===== config.mk =====
export PLATFORM = sky130hd
export DESIGN_NAME = fifo_drain_ctrl
export DESIGN_NICKNAME = d
export VERILOG_FILES = /design/src/rtl/fifo_drain_ctrl.sv
export SDC_FILE = /design/constraint.sdc
export NUM_CORES = 1
export LEC_CHECK = 0
export ABC_AREA = 1
export BUFFER_PORTS_ARGS = -buffer_cell sky130_fd_sc_hd__buf_2
export CAP_MARGIN = 15
export CORE_MARGIN = 2
export CORE_UTILIZATION = 55
export CTS_CLUSTER_DIAMETER = 40
export CTS_CLUSTER_SIZE = 24
export DETAILED_ROUTE_END_ITERATION = 16
export GPL_TIMING_DRIVEN = 0
export PLACE_DENSITY = 0.89
export RECOVER_POWER = 50
export SYNTH_ARGS = -nofsm -noshare
export SYNTH_HDL_FRONTEND = slang
export SYNTH_SLANG_ARGS = --single-unit

===== constraint.sdc =====
create_clock -name clk -period 2.7 [get_ports clk]
set_input_delay 0.135 -clock clk [delete_from_list [all_inputs] [get_ports clk]]
set_output_delay 0.135 -clock clk [all_outputs]
set_load 0.02 [all_outputs]

===== src/rtl/fifo_drain_ctrl.sv =====
// FIFO consumer: reads words with one-cycle latency into a 2-entry skid
// buffer and re-emits them as a valid/ready stream in fixed-length bursts.
module fifo_drain_ctrl #(
    parameter int FIFO_WIDTH    = 16,
    parameter int BURST_LEN     = 4,
    parameter int FLUSH_TIMEOUT = 8
) (
    input  logic                  clk,
    input  logic                  rst,
    input  logic [FIFO_WIDTH-1:0] fifo_data_out,
    input  logic                  fifo_empty,
    input  logic                  fifo_almostempty,
    input  logic                  fifo_underflow,
    output logic                  fifo_rd_en,
    output logic [FIFO_WIDTH-1:0] m_data,
    output logic                  m_valid,
    input  logic                  m_ready,
    output logic                  m_last,
    output logic                  err_underflow
);

    localparam int RCW = $clog2(BURST_LEN);
    localparam int WCW = $clog2(FLUSH_TIMEOUT + 1);

    localparam logic [1:0] S_IDLE  = 2'd0;
    localparam logic [1:0] S_BURST = 2'd1;
    localparam logic [1:0] S_FLUSH = 2'd2;

    localparam logic [RCW-1:0] RD_LAST  = RCW'(BURST_LEN - 1);
    localparam logic [WCW-1:0] WAIT_MAX = WCW'(FLUSH_TIMEOUT - 1);

    logic [1:0]            state_q, state_d;
    logic [RCW-1:0]        rd_cnt_q, rd_cnt_d;
    logic [WCW-1:0]        wait_cnt_q, wait_cnt_d;
    logic [1:0]            occ_q, occ_d;
    logic                  inflight_q, inflight_d;
    logic                  inflight_last_q, inflight_last_d;
    logic [FIFO_WIDTH-1:0] b0_data_q, b0_data_d;
    logic                  b0_last_q, b0_last_d;
    logic [FIFO_WIDTH-1:0] b1_data_q, b1_data_d;
    logic                  b1_last_q, b1_last_d;
    logic                  err_q, err_d;

    logic       pop;
    logic       push;
    logic       read_allowed;
    logic       rd_en;
    logic       rd_last;
    logic [2:0] credit;

    assign m_valid       = (occ_q != 2'd0);
    assign m_data        = b0_data_q;
    assign m_last        = m_valid && b0_last_q;
    assign fifo_rd_en    = rd_en;
    assign err_underflow = err_q;

    // Reads are only issued when the word will have a skid slot on arrival.
    always_comb begin
        pop          = m_valid && m_ready;
        push         = inflight_q;
        credit       = {1'b0, occ_q} + {2'b00, inflight_q} - {2'b00, pop};
        read_allowed = (state_q == S_BURST) || (state_q == S_FLUSH);
        rd_en        = !rst && read_allowed && !fifo_empty && (credit < 3'd2);
        rd_last      = (state_q == S_FLUSH) || (rd_cnt_q == RD_LAST);

        inflight_d      = rd_en;
        inflight_last_d = rd_en && rd_last;
        err_d           = err_q || fifo_underflow;

        state_d    = state_q;
        rd_cnt_d   = rd_cnt_q;
        wait_cnt_d = wait_cnt_q;
        case (state_q)
            S_IDLE: begin
                if (!fifo_empty && !fifo_almostempty) begin
                    state_d    = S_BURST;
                    rd_cnt_d   = '0;
                    wait_cnt_d = '0;
                end else if (!fifo_empty) begin
                    if (wait_cnt_q == WAIT_MAX) begin
                        state_d    = S_FLUSH;
                        wait_cnt_d = '0;
                    end else begin
                        wait_cnt_d = wait_cnt_q + WCW'(1);
                    end
                end else begin
                    wait_cnt_d = '0;
                end
            end
            S_BURST: begin
                if (rd_en) begin
                    if (rd_cnt_q == RD_LAST) begin
                        state_d  = S_IDLE;
                        rd_cnt_d = '0;
                    end else begin
                        rd_cnt_d = rd_cnt_q + RCW'(1);
                    end
                end
            end
            S_FLUSH: begin
                if (rd_en) begin
                    state_d = S_IDLE;
                end
            end
            default: state_d = S_IDLE;
        endcase

        occ_d     = occ_q;
        b0_data_d = b0_data_q;
        b0_last_d = b0_last_q;
        b1_data_d = b1_data_q;
        b1_last_d = b1_last_q;
        case ({push, pop})
            2'b10: begin
                occ_d = occ_q + 2'd1;
                if (occ_q == 2'd0) begin
                    b0_data_d = fifo_data_out;
                    b0_last_d = inflight_last_q;
                end else begin
                    b1_data_d = fifo_data_out;
                    b1_last_d = inflight_last_q;
                end
            end
            2'b01: begin
                occ_d     = occ_q - 2'd1;
                b0_data_d = b1_data_q;
                b0_last_d = b1_last_q;
            end
            2'b11: begin
                if (occ_q == 2'd1) begin
                    b0_data_d = fifo_data_out;
                    b0_last_d = inflight_last_q;
                end else begin
                    b0_data_d = b1_data_q;
                    b0_last_d = b1_last_q;
                    b1_data_d = fifo_data_out;
                    b1_last_d = inflight_last_q;
                end
            end
            default: ;
        endcase
    end

    always_ff @(posedge clk) begin
        if (rst) begin
            state_q         <= S_IDLE;
            rd_cnt_q        <= '0;
            wait_cnt_q      <= '0;
            occ_q           <= 2'd0;
            inflight_q      <= 1'b0;
            inflight_last_q <= 1'b0;
            b0_data_q       <= '0;
            b0_last_q       <= 1'b0;
            b1_data_q       <= '0;
            b1_last_q       <= 1'b0;
            err_q           <= 1'b0;
        end else begin
            state_q         <= state_d;
            rd_cnt_q        <= rd_cnt_d;
            wait_cnt_q      <= wait_cnt_d;
            occ_q           <= occ_d;
            inflight_q      <= inflight_d;
            inflight_last_q <= inflight_last_d;
            b0_data_q       <= b0_data_d;
            b0_last_q       <= b0_last_d;
            b1_data_q       <= b1_data_d;
            b1_last_q       <= b1_last_d;
            err_q           <= err_d;
        end
    end

endmodule


==> key figures <==
Status
  – Status: complete, no violations

Power and ir drop
  – Clk pwr share: 0.187
  – Leak: between 0.001 and 0.0015 uW
  – Power per cell area: 1020 nW/um2
  – Pint: 1610 uW
  – Total net switching power: 1130 uW
  – Sw Ratio: 0.413
  – Logic pwr share: 0.461
  – Reg power frac: 0.351
  – Pwr Total: 2750 uW
  – VDD IR max: 0.000498 V

Timing
  – Count of final max-slew check failures: 0
  – Tmin final: 2560 ps
  – Relative slew slack: 0.711
  – F_max: slightly below 0.4 GHz
  – WHS: 40.3 ps
  – Clk_skew: 4.32 ps
  – Final worst-path cycle share: 0.949
  – Tightest Pin Transition: 434 ps
  – Final setup viols: 0
  – Final hold vios: 0

Synth
  – Synth Warn #: 0
  – Synthesized area per cell: 7.47 um2
  – Post-Syn Area: 2270 um2
  – Syn Nets: 337
  – Yosys reg bits: 47
  – Distinct cell type count after synthesis: 23
  – Sequential-to-total area share from yosys stat: 0.414
  – Syn Inst Count: 304

Floorplan
  – Starting Density: 0.568
  – Die height: 68.3 um
  – Die width: 68.3 um
  – Core Area: 4000 um2
  – Die area: 4660 um2
  – FP Rows: 23
  – I/O pin count: 42

Worst hold path
  – Hold Path Class: input port to flip-flop
  – Hold path cells: 3

GRT
  – Pin count of the biggest net entering global routing: 15
  – First-pass GRT wire length: 8.24 mm
  – Vias in the first global route: 1935
  – Antenna violations before repair: 0
  – GRT Overall Usage: 0.235
  – Gr ovfl total: 0

Run
  – Max_cap viols: 0

Clocking
  – Sink Count: 47
  – CTS root buf: clkbuf_8
  – Worst skew pair latency: 300 ps
  – Clk slew on worst S/H paths: 90 ps
  – CTS tree: done
  – CTS Buf Count: 5
  – H-tree levels: 2
  – Cts hold-fix bufs: 0
  – CTS Buffer Depth: 2

Critical path
  – Worst reg2reg path depth: 17
  – CP Class: flip-flop to primary output
  – Slowest CP cell: fa_1
  – Critical Path Start Type: flip-flop
  – Largest fanout on the critical path: 5
  – CP peak stage delay: 510 ps
  – CP Cell Sequence: inv_2, ha_4, inv_2, nand2_4, inv_2, ha_4, nor2_2, inv_1, fa_1, nand2_1, nor2_2, nand2_2, inv_1, buf_4
  – CP most frequent cell: inv_2
  – Critical path endpoint category: primary output
  – CP arrival: 2430 ps
  – CP required: about 2600 ps

Place
  – Final Wtd Congestion: 0.811
  – Placement Cell Area: roughly 2500 um2
  – IO buf count: slightly above 40
  – Inst Count DP: 395
  – DPL Wire Length: 3.60 mm

Layout
  – Most frequent cells in the layout: 50 x inv_1, 45 x dfxtp_1, 37 x o21ai_0
  – Layout cells sized above 1: 0.175
  – Final-stage net count: 388
  – Area grow syn2layout: 18.1%
  – N_diodes: 0
  – Most common cell after layout, fill and taps aside: inv_1
  – Final cell utilization of the core: 0.671
  – Post-Layout Cell Count: slightly above 400
  – Cell area after layout: 2680 um2
  – Fill count: ~350

Drt
  – Routed len/inst: ~13 um
  – Final ANT Viol Nets: 0
  – Post-Route WL: 5.16 mm
  – Vias: 2157
  – Number of remaining DRC errors: 0
  – Initial DRC Count: around 100
  – Pre-antenna DRT Iters: 4
  – Via density: 5.33
==> timing repair <==
action / 4_1_cts / 5_1_grt
setup buffers: 1 / 2
pin swaps: 1 / 1
resized for setup: 8 / 4
endpoints found under the setup margin: 4 / 2
==> area by class of cell <==
| class | instances | area, um2 | share of cell area |
|---|---|---|---|
| multi-input combinational | 188 | 1080 | 0.402 |
| inverter | 57 | 214 | 0.0798 |
| clock buffer | 5 | 68.8 | 0.0257 |
| buffer | 12 | 71.3 | 0.0266 |
| tap | 50 | 62.6 | 0.0233 |
| timing repair buffer | 44 | 206 | 0.0770 |
| clock inverter | 2 | 37.5 | 0.0140 |
| sequential | 47 | 943 | 0.352 |
==> cells by family (layout without fill, tap and decap cells) <==
logic type	count (synthesis)	after routing	synth area share
flip-flops	47	47	0.414
buffers and inverters	69	120	0.126
AO/OA/AOI/OAI	100	100	0.242
XOR/XNOR	2	2	0.00771
AND/OR/NAND/NOR	75	75	0.147
adder cells (fa/ha/maj)	11	11	0.0639
==> routing by layer <==
metal,track usage,wire length (um),vias up
met3,0.0592,289,6
met2,0.388,2490,61
met4,0.0800,51,0
met1,0.296,2330,1006
li1,-,-,1084
met5,0,0,-
==> power groups by stage <==
stage | Combinational (uW) | Clock [uW] | Sequential [uW]
6_report | 1270 | 514 | 966
5_1_grt | 1430 | 539 | 987
4_1_cts | 1270 | 515 | 963
3_5_place_dp | 1210 | 0 | 975
3_3_place_gp | 1170 | 0 | 967
2_1_floorplan | 795 | 0 | 1070
==> worst max-delay path, delay by kind of cell (launching register included) <==
family	cells	cell delay [ps]
flip-flops	1	350
adder cells (fa/ha/maj)	3	890
buffers and inverters	6	480
AND/OR/NAND/NOR	5	420
==> state kept, by name, indices dropped and copies added (netlist names) <==
name             cells
state_q              2
inflight_q           1
inflight_last_q      1
wait_cnt_q           4
m_data              16
b1_data_q           16
b0_last_q            1
occ_q                2
err_underflow        1
rd_cnt_q             2
b1_last_q            1
==> Yosys cell counts (all sizes together) <==
library cell  number  area share
nand2             37       0.070
clkbuf             2      0.0033
inv               57       0.094
nor2              14       0.024
nand3             23       0.051
nor3               1      0.0022
o21bai            17       0.056
o21ai             53        0.12
buf               10       0.028
o21a               1      0.0033
a21oi             29       0.066
fa                 1      0.0088
ha                10       0.055
xor2               2      0.0077
dfxtp             47        0.41
==> metrics by stage <==
| step | setup TNS (ps) | setup WS [ps] |
|---|---|---|
| final | 0 | 137 |
| after global routing | -7.97 | -7.97 |
| after CTS | 0 | 35.8 |
| after detailed placement | -8.36 | -8.36 |
| after global placement | 0 | 104 |
| after floorplan | 0 | 225 |
==> worst paths after layout <==
kind / from / end / slack [ps]
max: occ_q[0]$_SDFFE_PP0N_ / fifo_rd_en / 140
min: fifo_underflow / err_underflow$_SDFF_PP0_ / 40
max reg2reg: occ_q[0]$_SDFFE_PP0N_ / state_q[0]$_SDFFE_PP0P_ / 330
min reg2reg: b1_data_q[0]$_SDFFE_PP0P_ / b1_data_q[0]$_SDFFE_PP0P_ / 450
(Power assumes the default switching activity.)
